==> src/rtl/uart_rx.sv <==
// uart_rx: 8-bit UART receiver, 2-flop synced input, optional even parity via UART_RX_PARITY_EN
module uart_rx #(
  parameter int CLKS_PER_BIT = 5208
) (
  input  logic       sysclk,
  input  logic       reset,
  input  logic       serialIn,
  output logic [7:0] data,
  output logic       valid,
  output logic       frame_err,
  output logic       parity_err,
  output logic       busy
);
`ifdef UART_RX_PARITY_EN
  localparam logic PAR_EN = 1'b1;
`else
  localparam logic PAR_EN = 1'b0;
`endif
  localparam logic [15:0] LAST = 16'(CLKS_PER_BIT - 1);
  localparam logic [15:0] MID = 16'(CLKS_PER_BIT / 2 - 1);
  typedef enum logic [2:0] {IDLE, START, DATA, PARITY, STOP, BREAK} state_t;
  state_t      state, state_n;
  logic [15:0] cnt, cnt_n;
  logic [2:0]  idx, idx_n;
  logic [7:0]  sh, sh_n, data_n;
  logic        pbad, pbad_n, valid_n, ferr_n, perr_n;
  logic        rx_meta, rx_s;
  logic        at_last;
  assign at_last = cnt == LAST;
  assign busy = state != IDLE;
  always_ff @(posedge sysclk) begin
    if (reset) begin
      rx_meta    <= 1'b1;
      rx_s       <= 1'b1;
      state      <= IDLE;
      cnt        <= '0;
      idx        <= '0;
      sh         <= '0;
      pbad       <= 1'b0;
      data       <= '0;
      valid      <= 1'b0;
      frame_err  <= 1'b0;
      parity_err <= 1'b0;
    end else begin
      rx_meta    <= serialIn;
      rx_s       <= rx_meta;
      state      <= state_n;
      cnt        <= cnt_n;
      idx        <= idx_n;
      sh         <= sh_n;
      pbad       <= pbad_n;
      data       <= data_n;
      valid      <= valid_n;
      frame_err  <= ferr_n;
      parity_err <= perr_n;
    end
  end
  always_comb begin
    state_n = state;
    cnt_n   = at_last ? '0 : cnt + 16'd1;
    idx_n   = idx;
    sh_n    = sh;
    pbad_n  = pbad;
    data_n  = data;
    valid_n = 1'b0;
    ferr_n  = 1'b0;
    perr_n  = 1'b0;
    case (state)
      IDLE: begin
        cnt_n = '0;
        if (!rx_s) begin
          state_n = START;
          pbad_n  = 1'b0;
        end
      end
      START: begin
        if (cnt == MID) begin
          state_n = rx_s ? IDLE : DATA;
          cnt_n   = '0;
          idx_n   = '0;
        end
      end
      DATA: begin
        if (at_last) begin
          sh_n  = {rx_s, sh[7:1]};
          idx_n = idx + 3'd1;
          if (idx == 3'd7) state_n = PAR_EN ? PARITY : STOP;
        end
      end
      PARITY: begin
        if (at_last) begin
          pbad_n  = rx_s ^ (^sh);
          state_n = STOP;
        end
      end
      STOP: begin
        if (at_last) begin
          state_n = rx_s ? IDLE : BREAK;
          ferr_n  = !rx_s;
          valid_n = rx_s && !pbad;
          perr_n  = rx_s && pbad;
          data_n  = (rx_s && !pbad) ? sh : data;
        end
      end
      BREAK: begin
        cnt_n = '0;
        if (rx_s) state_n = IDLE;
      end
      default: state_n = IDLE;
    endcase
  end
endmodule

==> config.mk <==
export PLATFORM = sky130hd
export DESIGN_NAME = uart_rx
export DESIGN_NICKNAME = d
export VERILOG_FILES = /design/src/rtl/uart_rx.sv
export SDC_FILE = /design/constraint.sdc
export NUM_CORES = 1
export LEC_CHECK = 0
export CORE_MARGIN = 2
export CORE_UTILIZATION = 60
export CTS_BUF_LIST = sky130_fd_sc_hd__clkbuf_4
export CTS_CLUSTER_SIZE = 25
export DETAILED_ROUTE_END_ITERATION = 12
export PLACE_DENSITY = 0.91
export SLEW_MARGIN = 20
export SYNTH_ARGS = -nofsm -noshare
export SYNTH_HDL_FRONTEND = slang
export SYNTH_SLANG_ARGS = --single-unit
==> constraint.sdc <==
create_clock -name sysclk -period 3 [get_ports sysclk]
set_input_delay 0.3 -clock sysclk [delete_from_list [all_inputs] [get_ports sysclk]]
set_output_delay 0.3 -clock sysclk [all_outputs]
set_load 0.01 [all_outputs]
* Yosys cells after proc, flatten, opt, wreduce, memory -nomap -nowiden
Cells that the tools add are included.
** Operators by class
- Add/subtract/negate cells :: 2
- Eq/ne operators :: 15
- Muxes and demuxes :: 19
- Bitwise gates (word level) :: 3
- Reduce and logical (&&, ||, !) cells :: 16
** Operator list (count)
- $mux 16 :: 2
- $pmux 16 s2 :: 1
- $mux 3 :: 10
- $pmux 3 s6 :: 1
- $add 16x1->16 const B :: 1
- $eq 16x12->1 const B :: 1
- $eq 16x13->1 const B :: 1
- $ne 2x2->1 const B :: 7
- $eq 3x3->1 const B :: 3
- $reduce_and 3->1 :: 3
- $reduce_xor 8->1 :: 1
- $reduce_and 7->1 :: 1
- $eq 3x2->1 const B :: 2
- $pmux 3 s2 :: 1
- $reduce_bool 2->1 :: 2
- $add 3x1->3 const B :: 1
- $eq 3x1->1 const B :: 1
- $logic_not 3->1 :: 1
- $reduce_bool 3->1 :: 1
- $reduce_or 3->1 :: 1
- $logic_and 1x1->1 :: 2
- $logic_not 1->1 :: 2
- $mux 1 :: 2
- $mux 2 :: 1
- other kinds (5) :: 6
** Storage, ports and cells
- Register bits :: 44
- Logic and storage cells :: 66

* Longest topological paths before layout
- Depth after elaboration :: 4
- Mapped depth :: 8
- Mapped depth without buffers :: 6

* Worst setup path before layout
Ideal clock, no wire load.
- Kind :: register to register
- Start :: reg cnt[0]
- End :: reg sh[7]
- Arrival :: 2.020 ns
- Setup slack :: 0.852 ns
- Cell stages (with the launch flop) :: 9
- Period minus slack after synthesis :: 2.148 ns
- Path through :: dfxtp_1 ha_1 or4b_4 nor4_4 buf_4 and2_1 buf_6 mux2i_1 nor2_1
** On the way
- Word-level cells in the longest chain between the ends :: 2
** Ends and longest elaborated chain
- start, declared :: line 23 : logic [15:0] cnt, cnt_n;
- start signal, assigned :: line 48 : cnt <= cnt_n;
- $eq 16x13->1 :: line 29 : assign at_last = cnt == LAST;
- $reduce_and 2->1 (no source line)
- end signal, assigned :: line 50 : sh <= sh_n;
- end, declared :: line 25 : logic [7:0] sh, sh_n, data_n;
Every way passes these cells.
A chain may end at the register's enable or synchronous reset.

* Worst setup path in the final report
- Start :: reg cnt[0]
- End :: reg data[1]
** On the way
- Word-level cells in the longest chain between the ends :: 2
** Ends and longest elaborated chain
- $eq 16x13->1 :: line 29
- $reduce_and 3->1 (no source line)
- end signal, assigned :: line 52 : data <= data_n;
- end, declared :: line 8 : output logic [7:0] data,
Every way passes these cells.

==> flow_metrics.py <==
metrics = {
    "clock_network": {
        "cts_setup_buffers": 0,
        "cts_tree": "done",
        "h-tree-depth": 2,
        "cts-hold-fix-buffers": 0,
        "ctsResizeCount": 0,
        "clockBufferDepth": 2,
        "cts_sinks": 44,
        "cts_root_buf": "clkbuf_4",
        "numCtsBuffers": 5,
        "path_clk_slew_ns": 0.13,
        "clk_latency_ns": 0.36,
    },
    "detailed_routing": {
        "viasPerCell": 5.54,
        "wl_per_cell_um": 12.9,
        "vias": 1541,
        "drt-initial-drc-count": 112,
        "drcViolationCount": 0,
        "antenna_left": 0,
        "firstDrtPassIters": 4,
        "routed_wl_um": 3580,
    },
    "setup_path": {
        "slowest_stage": "and4b_1",
        "reg2reg_slack_ns": 0.54,
        "r2r_start": "cnt[0]",
        "end_kind": "register",
        "crit_fanout": 8,
        "ff2ff_path_depth": 6,
        "path_cells": "ha_1 > or4b_4 > nor4_4 > and4b_1 > mux2i_1 > nor2_1",
        "arrival_ns": 2.71,
        "max_stage_delay_ns": 0.59,
        "startpoint_type": "register",
        "crit_required_ns": 3.26,
        "setup.worst_path.class": "register to register",
        "reg2reg_to": "data[1]",
    },
    "floorplan": {
        "die_x_um": 61.9,
        "core_area_um2": 3280,
        "num_rows": 21,
        "fp.dieArea_um2": 3830,
        "start_util_pct": 61.3,
        "dieHeight_um": 61.9,
        "io_pins": 15,
    },
    "synthesis": {
        "synth.top_cell.area_share_pct": 43.8,
        "async_reset_ff_share_pct": 0,
        "ys.flop_type": "dfxtp_1",
        "ys_types": 45,
        "syn-num-nets": 226,
        "syn_inst": 220,
        "synthesis.area_um2": 2010,
        "yosysTopAreaCell": "dfxtp_1",
        "syn_area_per_cell_um2": 9.15,
        "ys_seq_elements": 44,
        "synth_edf_count": 0,
        "yosys_warnings": 0,
        "ys_seq_area_share_pct": 43.8,
        "netlist_top_cells_area": "dfxtp_1, mux2i_1, nor2_1",
    },
    "finish": {
        "layout_commonest_cell": "dfxtp_1",
        "area_growth_pct": 11.3,
        "nets": 237,
        "post-route-util_pct": 68.2,
        "diodes": 0,
        "drive_gt1_share_pct": 6.03,
        "finalInstanceArea_um2": 2240,
        "mostFrequentLayoutCells": "dfxtp_1, nor2_1, mux2i_1, xnor2_1, clkdlybuf4s50_1",
    },
    "sta": {
        "max_freq_mhz": 407,
        "period_needed_ns": 2.46,
        "hold_violations": 0,
        "relSlewSlack_pct": 60.0,
        "finClkSkew_ns": 0.0148,
        "slew_viol_final": 0,
        "post-route-period-util_pct": 81.9,
        "worstMarginPinSlew_ns": 0.596,
        "rsz0062_at_grt": "false",
        "setup_tns_ns": 0,
        "setup_viol": 0,
    },
    "place": {
        "routabilityCongestion": 0.832,
        "hpwlAfterDp_um": 2480,
        "numPortBuffers": 14,
        "dpl_cell_area_um2": 2160,
    },
    "global_routing": {
        "grt_overflow": 0,
        "antenna_found_initial": 0,
        "grt_pass1_vias": 1369,
        "track_usage_pct": 21.6,
        "grt_pass1_wl_um": 6000,
        "grt_max_degree": 30,
    },
    "outcome": {
        "status": "finished, final reports clean",
    },
    "power_and_ir_drop": {
        "p_per_area_nw_per_um2": 430,
        "leakage_uw": 0.000743,
        "ir_drop_uv": 307,
    },
    "run": {
        "cap_violations": 0,
    },
    "min_path": {
        "min_path_cells": 1,
        "hp-class": "register to register",
        "hold_path_startpoint": "rx_meta",
        "whs_endpoint": "rx_s",
    },
}
## kinds of logic (layout without fill, tap and decap cells)
family | after synthesis | count (layout) | share of synthesized area, %
fa+ha+maj | 3 | 3 | 1.87
buf+inv | 16 | 28 | 3.79
simple gates | 99 | 99 | 26.3
xor+xnor | 22 | 22 | 9.58
compound gates | 20 | 20 | 6.72
mux | 16 | 16 | 7.96
flops | 44 | 44 | 43.8
## report_power, final
part	total (uW)	leakage, uW	internal [uW]	switching, uW
logic	18.9	0.000348	8.78	10.1
registers	589	0.000355	586	3.10
clock network	354	0.0000403	170	184
total	962	0.000743	765	197
## how the worst max path moves through the flow
stage          endpoint   start  cells after the start
2_1_floorplan     sh[7]  cnt[0]                      8
3_3_place_gp    data[6]  cnt[0]                      6
3_5_place_dp    data[1]  cnt[0]                      6
4_1_cts         data[1]  cnt[0]                      6
5_1_grt         data[1]  cnt[0]                      6
6_report        data[1]  cnt[0]                      6
## area by class of cell
class,count,area (um2)
repair buffers,16,155
clock inverters,3,37.5
inverters,4,15.0
well taps,46,57.6
flip-flops and latches,44,881
clock buffers,5,37.5
multi-input cells,160,1050
fillers,281,1050
## flip-flops by register name, indices dropped and copies added, names as in the netlist
register / count
sh: 8
frame_err: 1
parity_err: 1
valid: 1
data: 8
idx: 3
pbad: 1
rx_meta: 1
state: 3
rx_s: 1
cnt: 16
## cell usage after synthesis, types with 2 or more instances
cell      count
xor2_1        6
a21oi_1       5
ha_1          3
dfxtp_1      44
o21ai_1       3
inv_1         4
nor3b_1       3
and3_1        2
and4b_1       2
nor2b_1       3
nor3_1        6
nand3_1      10
nor2_1       41
clkbuf_1      8
nand3b_1      2
or2_2         3
a211o_1       3
nor4_1        2
xnor2_1      16
mux2i_1      16
a22oi_1       2
buf_4         2
nand2_1      12
## metal layers
metal  wire [um]  GRT usage [%]  share of wire (%)
met1        1660           27.4                 46
met2        1690           33.7                 47
met3         158           6.42                4.4
met4          73           10.6                2.0
met5           0              0                  0
## stage by stage
step	cells	power, uW	setup slack, ns	hold slack [ns]
after floorplan	220	614	0.852	0.389
after global placement	270	620	0.616	0.392
after detailed placement	270	621	0.537	0.406
after CTS	278	971	0.531	0.439
after global routing	278	997	0.354	0.441
final	278	962	0.542	0.436
## worst max-delay path, delay by kind of cell (launching register included)
family	cells	cell delay, ns
flip-flops	1	0.38
adder cells (fa/ha/maj)	1	0.23
multiplexers	1	0.26
AND/OR/NAND/NOR	4	1.49
Note: power is estimated with default switching activity, not from simulation.
